### src/rtl/rv32i_types.sv
// Shared types for the rv32i pipeline; the memory arbiter FSM state lives here.
package rv32i_types;

  typedef enum logic [1:0] {
    IDLE,
    I_BUSY,
    D_BUSY,
    RESP
  } arb_state_t;

endpackage

### src/rtl/mem_arbiter.sv
// Merges the IF fetch port and the MEM data port onto one physical memory port.
// Data requests win ties because they belong to the older instruction in the pipe.
module mem_arbiter
  import rv32i_types::*;
#(
  parameter int ADDR_W = 32,
  parameter int DATA_W = 32
) (
  input  logic                  clk,
  input  logic                  rst,
  input  logic                  i_read,
  input  logic [ADDR_W-1:0]     i_addr,
  output logic [DATA_W-1:0]     i_rdata,
  output logic                  i_resp,
  input  logic                  d_read,
  input  logic                  d_write,
  input  logic [ADDR_W-1:0]     d_addr,
  input  logic [DATA_W-1:0]     d_wdata,
  input  logic [DATA_W/8-1:0]   d_byte_enable,
  output logic [DATA_W-1:0]     d_rdata,
  output logic                  d_resp,
  output logic                  pmem_read,
  output logic                  pmem_write,
  output logic [ADDR_W-1:0]     pmem_address,
  output logic [DATA_W-1:0]     pmem_wdata,
  output logic [DATA_W/8-1:0]   pmem_byte_enable,
  input  logic [DATA_W-1:0]     pmem_rdata,
  input  logic                  pmem_resp
);

  arb_state_t state;
  arb_state_t next_state;
  logic       is_write;
  logic       dropped;
  logic       d_req;

  assign d_req = d_read | d_write;

  always_comb begin
    next_state = state;
    case (state)
      IDLE: begin
        if (d_req) next_state = D_BUSY;
        else if (i_read) next_state = I_BUSY;
      end
      I_BUSY, D_BUSY: begin
        if (pmem_resp) next_state = RESP;
      end
      RESP:    next_state = IDLE;
      default: next_state = IDLE;
    endcase
  end

  // A requester that lets go of its request at any point while busy loses its
  // response; the sticky dropped flag remembers that until the transaction ends.
  always_ff @(posedge clk or posedge rst) begin
    if (rst) begin
      state            <= IDLE;
      is_write         <= 1'b0;
      dropped          <= 1'b0;
      pmem_read        <= 1'b0;
      pmem_write       <= 1'b0;
      pmem_address     <= '0;
      pmem_wdata       <= '0;
      pmem_byte_enable <= '0;
      i_rdata          <= '0;
      d_rdata          <= '0;
      i_resp           <= 1'b0;
      d_resp           <= 1'b0;
    end else begin
      state  <= next_state;
      i_resp <= 1'b0;
      d_resp <= 1'b0;
      case (state)
        IDLE: begin
          dropped <= 1'b0;
          if (d_req) begin
            pmem_address     <= d_addr;
            pmem_wdata       <= d_wdata;
            pmem_byte_enable <= d_byte_enable;
            is_write         <= d_write;
            pmem_read        <= d_read;
            pmem_write       <= d_write;
          end else if (i_read) begin
            pmem_address <= i_addr;
            is_write     <= 1'b0;
            pmem_read    <= 1'b1;
          end
        end
        I_BUSY: begin
          if (pmem_resp) begin
            pmem_read <= 1'b0;
            if (i_read && !dropped) begin
              i_rdata <= pmem_rdata;
              i_resp  <= 1'b1;
            end
          end else if (!i_read) begin
            dropped <= 1'b1;
          end
        end
        D_BUSY: begin
          if (pmem_resp) begin
            pmem_read  <= 1'b0;
            pmem_write <= 1'b0;
            if (d_req && !dropped) begin
              d_resp <= 1'b1;
              if (!is_write) d_rdata <= pmem_rdata;
            end
          end else if (!d_req) begin
            dropped <= 1'b1;
          end
        end
        default: ;
      endcase
    end
  end

endmodule

### config.mk
export PLATFORM = sky130hd
export DESIGN_NAME = mem_arbiter
export DESIGN_NICKNAME = d
export VERILOG_FILES = /design/src/rtl/rv32i_types.sv /design/src/rtl/mem_arbiter.sv
export SDC_FILE = /design/constraint.sdc
export NUM_CORES = 1
export LEC_CHECK = 0
export ABC_CLOCK_PERIOD_IN_PS = 5100
export CAP_MARGIN = 25
export CELL_PAD_IN_SITES_DETAIL_PLACEMENT = 0
export CELL_PAD_IN_SITES_GLOBAL_PLACEMENT = 2
export CORE_MARGIN = 8
export CORE_UTILIZATION = 27
export CTS_BUF_LIST = sky130_fd_sc_hd__clkbuf_4
export DETAILED_ROUTE_END_ITERATION = 12
export PLACE_DENSITY = 0.94
export SETUP_SLACK_MARGIN = 0.3
export SLEW_MARGIN = 20
export SYNTH_ARGS = -nofsm -noshare
export SYNTH_HDL_FRONTEND = slang
export SYNTH_SLANG_ARGS = --single-unit
### constraint.sdc
create_clock -name clk -period 5.1 [get_ports clk]
set_input_delay 1.02 -clock clk [delete_from_list [all_inputs] [get_ports clk]]
set_output_delay 1.02 -clock clk [all_outputs]
set_load 0.05 [all_outputs]
======== After elaboration in Yosys (flattened, before gate mapping) ========
Cells that the tools add are included.
word-level totals
  output and inout bits ................... 136
  logic and storage cells ................. 67
  bits in registers ....................... 140
  input port bits ......................... 138
operators by class
  bitwise logic cells ..................... 2
  reduce and logical (&&, ||, !) cells .... 17
  equal/unequal tests ..................... 11
  muxes and demuxes ....................... 25
operator list
  kind                                                                     number
  32-bit two-way mux                                                       2
  1-bit two-way mux                                                        16
  2-bit inequality test, second input constant                             6
  3-bit AND reduction                                                      3
  2-bit two-way mux                                                        3
  2-bit case mux with 3 select lines                                       1
  2-bit AND reduction                                                      3
  2-bit nonzero test                                                       3
  5-bit AND reduction                                                      1
  2-bit equality test, second input constant                               2
  1-bit case mux with 2 select lines                                       2
  4-bit AND reduction                                                      1
  3-bit inequality test, second input constant                             1
  1-bit case mux with 3 select lines                                       1
  3-bit nonzero test                                                       1
  2-bit by 1-bit equality test with 1-bit output, second input constant    1
  1-bit logical AND                                                        2
  2-bit logical NOT                                                        1
  2-bit by 1-bit inequality test with 1-bit output, second input constant  1
  2-bit OR reduction                                                       1
  1-bit logical NOT                                                        1
  1-bit inverter                                                           1
  1-bit bitwise OR                                                         1

======== Depth between registers and ports, before layout ========
Gate-level depths: netlist of run 1.
  depth in word-level cells ............... 5
  mapped depth ............................ 7
  gate-level depth less buffers ........... 5

======== Worst setup path before layout of run 1 ========
No wires, ideal clock.
  path type ............................... input port to flip-flop
  start ................................... in d_write
  end ..................................... reg d_rdata[0]
  data required time ...................... 4975 ps
  stages on the path ...................... 5
  setup time .............................. 125 ps
  data arrival time ....................... 2118 ps
  buffers on the path ..................... 2
  setup slack ............................. 2856 ps
  cell sequence ........................... buf_4 nor2_8 nor4b_4 buf_6 mux2_4
between the ends
  longest elaborated chain between the ends .. 3
ends and longest elaborated chain
  what                                  line                text
  start, declared                       mem_arbiter.sv:16   input logic d_write,
  1-bit bitwise OR                      mem_arbiter.sv:37   assign d_req = d_read | d_write;
  1-bit logical AND                     mem_arbiter.sv:105  if (d_req && !dropped) begin
  4-bit AND reduction (no source line)  n/a
  end signal, assigned                  mem_arbiter.sv:107  if (!is_write) d_rdata <= pmem_rdata;
  end, declared                         mem_arbiter.sv:20   output logic [DATA_W-1:0] d_rdata,
No other way between the ends.
A chain may end at the register's enable or synchronous reset.

======== Worst setup path in the final report of run 1 ========
  start ................................... in d_write
  end ..................................... reg d_rdata[13]
Same word-level chain as after synthesis.

==> results of run 1 <==
-- state kept, by name, indices dropped and copies added, names as in the netlist --
signal / flops
dropped: 1
pmem_address: 32
i_resp: 1
is_write: 1
pmem_write: 1
pmem_wdata: 32
i_rdata: 32
d_rdata: 32
d_resp: 1
pmem_byte_enable: 4
pmem_read: 1
state: 2
-- path summary, 6_finish.rpt --
check / slack, ns / from / end / cells after the start
max: 2.22 / d_write / d_rdata[13] / 5
min: 0.49 / pmem_address[1] / pmem_address[1] / 2
max reg2reg: 2.84 / state[0] / d_rdata[13] / 6
min reg2reg: 0.49 / pmem_address[1] / pmem_address[1] / 2
max in group asynchronous: 3.17 / rst / i_rdata[14] / 3
min in group asynchronous: 1.02 / rst / pmem_wdata[6] / 2
-- synth_stat cells, drive strengths merged, types with 2 or more instances --
master | n | area share (%)
a22o | 2 | 0.30
buf | 19 | 2.2
clkbuf | 2 | 0.15
dfrtp | 140 | 61
ha | 7 | 1.5
inv | 5 | 0.32
mux2 | 102 | 21
mux2i | 35 | 6.1
nand2 | 35 | 2.3
nor2 | 3 | 0.48
nor2b | 2 | 0.22
nor4b | 2 | 0.67
o21ai | 34 | 3.0
o31ai | 3 | 0.39
-- power by group through the flow --
stage,registers (mW),clock network [mW],logic [mW]
after floorplan,3.76,0,0.872
after detailed placement,1.95,0,4.12
after CTS,1.93,0.884,4.12
final,1.92,0.838,4.07
after global routing,1.99,0.931,4.25
after global placement,1.93,0,4.09
-- critical path, delay by kind of cell --
family	cells	cell delay [ns]
and+or+nand+nor	2	0.51
buffers and inverters	2	1.31
muxes	1	0.40
-- kinds of logic (layout without fill, tap and decap cells) --
group / Yosys count / count (layout) / synth area share (%)
simple gates: 46 / 46 / 4.11
other cells: 0 / 1 / 0
flops: 140 / 140 / 60.6
compound gates: 41 / 41 / 3.94
fa+ha+maj: 7 / 7 / 1.51
mux: 137 / 137 / 27.2
buf+inv: 26 / 315 / 2.66
-- metal layers --
layer | part of all wire, % | global-route usage (%) | wire length (um) | vias to the layer above
met5 | 0 | 0 | 0 | -
met4 | 1.1 | 4.42 | 182 | 0
met3 | 11 | 6.12 | 1860 | 14
met2 | 46 | 19.7 | 7580 | 187
met1 | 41 | 14.6 | 6770 | 1984
li1 | - | - | - | 1948
-- layout make-up --
cell class	instances	area share [%]
Inverter	5	0.260
Timing Repair Buffer	278	30.3
Antenna cell	1	0.0274
Tap cell	275	3.77
Clock buffer	19	1.56
Sequential cell	140	38.4
Multi-Input combinational cell	231	23.6
Clock inverter	13	2.07
==> run metrics, run 1 <==
Logic pwr share=59.6%; Crit-path slowest cell=clkdlybuf4s50_1; layout cells sized above 1=21.1%; TritonCTS Buffers=17; vias in the first global route=4471; Max Cap Viol=0; fin. max-slew vios=0; Place WS=1.65 ns; Yosys cell types=27; Pwr per Cell Area=748 nW/um^2; FF+latch count, synth=140; Synth Cell Area=5780 sq um; Starting Density=27.5%; post-DR vias/cell=4.30; CTS tree=done; critical path required time=5.51 ns; Pre-Repair DR Iteration Count=4; post-route cell area=9130 sq um; Pint=3.55 mW; Ports=274; number of H-tree levels=4; Congestion Overflow GR=0; crit end category=flip-flop; setup slack after layout=2.22 ns; unrepaired setup endpoints after global routing=no; slowest stage delay, CP=0.82 ns; Avg Inst Size Synth=14.6 sq um; Worst Tran Pin Value=0.910 ns; crit-path max FO=37; Startpoint Class=primary input; Sw Ratio=48.0%; most common cell after layout, fill and taps aside=clkdlybuf4s50_1; final core area utilization=43.4%; area post-placement=8790 sq um; die width=162 um; Post-synth EDFFs=0; Psw=3.28 mW; # hold bufs at CTS=0; fin crit share=56.4%; Placed Instances=929; gr usage total=12.5%; VDD IR max=0.421 mV; core area=21000 sq um; largest net degree at the start of global routing=94; most frequent cells in the layout=clkdlybuf4s50_1 (273), dfrtp_1 (140), mux2_2 (82), mux2i_1 (35), nand2_1 (35); WL final=16400 um; Routed Antenna Nets=0; Post-Route Setup TNS=0 ns; fillcell total=1996; min cycle time layout=2.88 ns; NumNets Final=818; sequential-to-total area share from yosys stat=60.6%; Pwr Total=6.83 mW; critical-path cell list=clkdlybuf4s50_1, nor2_8, nor4b_4, buf_4, mux2_2; Seq. cell area=3500 sq um; DRC=0; root buffer cell=clkbuf_4; Post CTS Setup Buffer Count=0; Clock Path Buffers=2; LEAKAGE=3.87 nW; status=finished, final reports clean; antenna violations before repair=1; hold_ws=0.490 ns; area grow syn2layout=57.8%; clock latency on the worst-skew pair=0.53 ns; GPL Wtd Cong=0.717; post-CTS sizing=0; Die ar.=26400 sq um; Final Hold Vio Count=0; footprint of the multi-input gates=2150 sq um; Hold Path Class=reg2reg; DP Wirelength=12500 um; Num Clock Sinks=140; setup violators final=0; Slew Limit Headroom=39.3%; Top FF cell, synth=dfrtp_1; Clk pin slew, worst setup/hold paths=0.11 ns; DIE HEIGHT=162 um; Synth warnings=0; Final Non-Filler Cells=962; async set-or-reset flop fraction in the synthesized netlist=100%; FP Rows=53; skew final=0.0237 ns; clock power share=12.3%; syn_nets=542; sequential fraction of design power=28.1%; fmax=347 MHz; worst endpoint data arrival time=3.29 ns; starting DRC count in detailed routing=116; post-DR wirelength/cell=17.0 um; DR vias=4133; first-pass GRT wire length=25600 um; CP Class=in2reg; Post-Syn Instances=397; IO Port Bufs=273
Note: power is estimated with default switching activity, not from simulation.
==> inputs of run 2 (changes only) <==
--- a/config.mk
+++ b/config.mk
@@ -5,7 +5,7 @@
 export SDC_FILE = /design/constraint.sdc
 export NUM_CORES = 1
 export LEC_CHECK = 0
-export ABC_CLOCK_PERIOD_IN_PS = 5100
+export ABC_CLOCK_PERIOD_IN_PS = 2670
 export CAP_MARGIN = 25
 export CELL_PAD_IN_SITES_DETAIL_PLACEMENT = 0
 export CELL_PAD_IN_SITES_GLOBAL_PLACEMENT = 2
==> constraint.sdc (replaced) <==
create_clock -name clk -period 2.67 [get_ports clk]
set_input_delay 0.534 -clock clk [delete_from_list [all_inputs] [get_ports clk]]
set_output_delay 0.534 -clock clk [all_outputs]
set_load 0.05 [all_outputs]
==> run 2 against run 1 <==
Sequential power is 92% higher. Non-clock buffer count increased by 4. Die area is the same. Via count about the same. Critical endpoint is now d_rdata[12]. Largest cell class unchanged.
==> run metrics, run 2 (synthesis gave the netlist of run 1 again) <==
Ports=274; Die ar.=26400 sq um; Congestion Overflow GR=0; fin. max-slew vios=0; Hold Path Class=in2async; starting DRC count in detailed routing=103; TritonCTS Buffers=17; largest net degree at the start of global routing=77; DP Wirelength=12500 um; fillcell total=1943; most common cell after layout, fill and taps aside=clkdlybuf4s50_1; critical path required time=2.14 ns; CTS tree=done; root buffer cell=clkbuf_4; fmax=442 MHz; LEAKAGE=4.41 nW; most frequent cells in the layout=clkdlybuf4s50_1 (225), dfrtp_1 (140), mux2_2 (82), dlymetal6s2s_1 (46); IO Port Bufs=273; Post-Route Setup TNS=0 ns; Final Hold Vio Count=0; Num Clock Sinks=140; Worst Tran Pin Value=0.620 ns; Crit-path slowest cell=clkdlybuf4s50_1; fin crit share=84.8%; r2r setup slk=0.64 ns; DIE HEIGHT=162 um; Routed Antenna Nets=0; Pwr per Cell Area=1390 nW/um^2; antenna violations before repair=1; Sw Ratio=48.8%; Clock Path Buffers=2; DRC=0; VDD IR max=0.673 mV; critical-path cell list=clkdlybuf4s50_1; Pwr Total=12.9 mW; Logic pwr share=60.3%; status=finished, final reports clean; NumNets Final=822; Psw=6.30 mW; first-pass GRT wire length=25400 um; skew final=0.0191 ns; Pre-Repair DR Iteration Count=5; post-DR wirelength/cell=17.3 um; Slew Limit Headroom=58.7%; area grow syn2layout=61.0%; Startpoint Class=flip-flop; gr usage total=12.4%; sequential fraction of design power=28.6%; GPL Wtd Cong=0.709; vias in the first global route=4508; Clk pin slew, worst setup/hold paths=0.13 ns; Max Cap Viol=0; die width=162 um; core area=21000 sq um; post-DR vias/cell=4.28; RR Startpoint=state[0]; DR vias=4136; crit end category=output port; Buf+Inv Stages, Crit Path=1; reg2reg end=d_rdata[29]; layout cells sized above 1=21.7%; Pint=6.60 mW; crit-path max FO=2; worst reg2reg path depth=6; setup violators final=0; worst endpoint data arrival time=1.73 ns; FP Rows=53; Starting Density=27.5%; clock power share=11.2%; WL final=16700 um; delay-heaviest family, CP=buffers and inverters; min cycle time layout=2.26 ns; unrepaired setup endpoints after global routing=no; slowest stage delay, CP=0.84 ns; CP Class=reg2out; clock latency on the worst-skew pair=0.52 ns; number of H-tree levels=4
-- run 2: cell count changes in the layout (fill, tap and decap cells not counted), moves of 2 or more --
cell | before | now
clkdlybuf4s50_1 | 273 | 225
dlymetal6s2s_1 | 0 | 46
buf_12 | 0 | 6
clkinvlp_4 | 0 | 5
buf_4 | 5 | 3
bufinv_16 | 4 | 2
dlygate4sd2_1 | 0 | 2
-- run 2: worst max path at each step --
stage                start     endpoint  slack, ns  depth (start not counted)
3_3_place_gp     pmem_resp  d_rdata[10]       0.36                          5
2_1_floorplan          rst   d_rdata[0]       0.39                          1
4_1_cts         pmem_write   pmem_write       0.30                          1
6_report       d_rdata[12]  d_rdata[12]       0.41                          1
3_5_place_dp     pmem_resp  d_rdata[10]       0.31                          5
5_1_grt         d_rdata[6]   d_rdata[6]       0.30                          1
-- run 2: area by class of cell --
type	instances	area, sq um	area share [%]
repair buffers	282	2990	32.1
flip-flops and latches	140	3500	37.6
clock buffers	18	135	1.45
well taps	275	344	3.70
clock inverters	14	161	1.73
multi-input cells	231	2150	23.1
diodes	1	2.50	0.0269
inverters	5	22.5	0.242
-- run 2: metrics by stage --
stage | hold slack [ns] | area [sq um] | std cells | worst slack, ns | utilization [%]
floorplan | 0.472 | 5790 | 397 | 0.387 | -
global placement | 0.460 | 8900 | 933 | 0.357 | 42.3
detailed placement | 0.469 | 8900 | 933 | 0.310 | 42.3
CTS | 0.427 | 9190 | 965 | 0.304 | 43.7
global route | 0.419 | 9310 | 966 | 0.300 | 44.3
finish | 0.467 | 9310 | 966 | 0.406 | 44.3
-- run 2: layer usage --
layer / wire (um) / up-vias / track usage [%]
met1: 6480 / 1994 / 13.7
met2: 8330 / 180 / 21.1
met3: 1720 / 7 / 5.76
met5: 0 / - / 0
li1: - / 1955 / -
met4: 139 / 0 / 3.62
-- run 2: repair_timing --
action                     in CTS  in global routing
setup endpoints to repair       2                 46
buffers inserted                0                  0
resized for setup               2                 46
hold buffers                    0                  0
-- run 2: power groups by stage --
| stage | combinational [mW] | sequential (mW) | clock [mW] |
|---|---|---|---|
| finish | 7.77 | 3.68 | 1.44 |
| global route | 8.11 | 3.82 | 1.63 |
| CTS | 7.91 | 3.71 | 1.53 |
| detailed placement | 7.91 | 3.75 | 0 |
| global placement | 7.85 | 3.71 | 0 |
| floorplan | 1.67 | 7.18 | 0 |
==> inputs of run 3 (changes only) <==
--- a/config.mk
+++ b/config.mk
@@ -5,7 +5,7 @@
 export SDC_FILE = /design/constraint.sdc
 export NUM_CORES = 1
 export LEC_CHECK = 0
-export ABC_CLOCK_PERIOD_IN_PS = 2670
+export ABC_CLOCK_PERIOD_IN_PS = 2100
 export CAP_MARGIN = 25
 export CELL_PAD_IN_SITES_DETAIL_PLACEMENT = 0
 export CELL_PAD_IN_SITES_GLOBAL_PLACEMENT = 2
==> constraint.sdc (replaced) <==
create_clock -name clk -period 2.1 [get_ports clk]
set_input_delay 0.42 -clock clk [delete_from_list [all_inputs] [get_ports clk]]
set_output_delay 0.42 -clock clk [all_outputs]
set_load 0.05 [all_outputs]
==> run 3 against run 2 <==
Non-clock buffer count is 16 higher. Setup slack got worse by 0.14 ns. First-iteration DRC count down 6.8%. Clock skew is 0.0096 ns higher. Cell count increased by 1.6%. Register-to-register slack got worse by 0.37 ns. Sequential cell count stayed put. Sequential share of layout area up 0.81 points. Via count grew 1.9%. Clock-buffer cell count decreased by 1. Critical path type is now reg2reg. Largest power group unchanged. Highest routed layer unchanged.
==> run metrics, run 3 (synthesis gave the netlist of run 1 again) <==
DRC=0; Placed Instances=942; Worst Tran Pin Value=0.383 ns; post-DR wirelength/cell=17.4 um; gr usage total=12.7%; FP Rows=53; starting DRC count in detailed routing=96; Ports=274; crit end category=flip-flop; Post-Route Setup TNS=0 ns; VDD IR max=0.719 mV; worst endpoint data arrival time=2.25 ns; Num Clock Sinks=140; Setup crit start=state[0]; post-route cell area=9120 sq um; critical path required time=2.51 ns; GPL Wtd Cong=0.707; root buffer cell=clkbuf_4; Final Hold Vio Count=0; Slew Limit Headroom=74.4%; fin. max-slew vios=0; largest net degree at the start of global routing=66; LEAKAGE=4.10 nW; CP Class=reg2reg; Pwr per Cell Area=1740 nW/um^2; die width=162 um; setup violators final=0; DR vias=4215; Pre-Repair DR Iteration Count=4; number of H-tree levels=4; fin crit share=87.4%; Die ar.=26400 sq um; r2r setup slk=0.27 ns; status=finished, final reports clean; Clock Path Buffers=2; TritonCTS Buffers=17; Clk pin slew, worst setup/hold paths=0.13 ns; Routed Antenna Nets=0; vias in the first global route=4540; min cycle time layout=1.83 ns; Psw=8.09 mW; Sw Ratio=50.9%; first-pass GRT wire length=26000 um; DIE HEIGHT=162 um; antenna violations before repair=1; post-DR vias/cell=4.30; Starting Density=27.5%; clock power share=11.5%; layout cells sized above 1=43.3%; crit-path max FO=16; WL final=17100 um; most common cell after layout, fill and taps aside=dfrtp_1; clock latency on the worst-skew pair=0.53 ns; CTS tree=done; IO Port Bufs=273; skew final=0.0287 ns; Congestion Overflow GR=0; fmax=545 MHz; unrepaired setup endpoints after global routing=yes; RR Startpoint=state[0]; core area=21000 sq um; sequential fraction of design power=29.4%; area post-placement=8990 sq um; Hold Path Class=in2async; Logic pwr share=59.1%; DP Wirelength=12800 um; Place WS=-0.0308 ns; area grow syn2layout=57.6%; setup slack after layout=0.265 ns; Max Cap Viol=0; Final Non-Filler Cells=981; Startpoint Class=flip-flop; most frequent cells in the layout=dfrtp_1 (139), clkdlybuf4s50_1 (137), buf_2 (74), mux2_2 (71), clkdlybuf4s15_2 (52); NumNets Final=838; Pint=7.79 mW
[run 3: changes by cell type in the layout (fill, tap and decap cells not counted), sizes merged, moves of 2 or more]
cell / previous run / this run
buf: 9 / 98
clkdlybuf4s50: 225 / 137
clkdlybuf4s15: 0 / 52
dlymetal6s2s: 46 / 0
clkdlybuf4s18: 0 / 9
dlygate4sd2: 2 / 0
[run 3: metrics by stage]
step | hold WS [ns] | util (%) | power, mW
2_1_floorplan | 0.472 | - | 11.3
3_3_place_gp | 0.460 | 42.8 | 14.7
3_5_place_dp | 0.469 | 42.8 | 14.9
4_1_cts | 0.169 | 45.2 | 16.4
5_1_grt | 0.172 | 43.4 | 16.7
6_report | 0.220 | 43.4 | 15.9
[run 3: cell type report]
class | instances | area, sq um
fill | 2049 | 11900
sequential | 140 | 3500
timing repair buffer | 298 | 2750
multi-input combinational | 231 | 2210
tap | 275 | 344
clock inverter | 14 | 160
clock buffer | 17 | 128
inverter | 5 | 25.0
antenna | 1 | 2.50
[run 3: repair_timing]
action / CTS / global route
hold buffers: 0 / 0
setup endpoints to repair: 168 / 116
pin swaps: 1 / 1
hold endpoints to repair: 0 / 0
buffers inserted: 3 / 2
cloned: 1 / 1
resized for setup: 408 / 168
[run 3: worst max-delay path: stages (launching register included)]
cell	delay, ns
dfrtp_1	0.41
inv_2	0.10
ha_4	0.17
inv_4	0.04
nor4b_4	0.20
buf_4	0.17
bufbuf_16	0.32
mux2_4	0.31
[run 3: worst paths after layout]
check	to	cells after the start
setup / recovery	d_rdata[27]	7
hold / removal	i_rdata[22]	2
setup reg to reg	d_rdata[27]	7
hold reg to reg	pmem_address[10]	2
max in group asynchronous	pmem_wdata[20]	3
min in group clk	pmem_address[10]	2
[run 3: per-layer routing]
| metal | part of all wire, % | GRT usage (%) | routed length (um) |
|---|---|---|---|
| met5 | 0 | 0 | 0 |
| met4 | 0.88 | 3.66 | 150 |
| met3 | 9.8 | 5.84 | 1670 |
| met2 | 48 | 20.8 | 8200 |
| met1 | 41 | 14.6 | 7060 |
[run 3: power groups by stage]
stage	Clock [mW]	Sequential [mW]	Combinational (mW)
2_1_floorplan	0	9.13	2.14
3_3_place_gp	0	4.69	10.0
3_5_place_dp	0	4.76	10.1
4_1_cts	1.92	4.70	9.81
5_1_grt	2.03	4.84	9.82
6_report	1.83	4.67	9.37
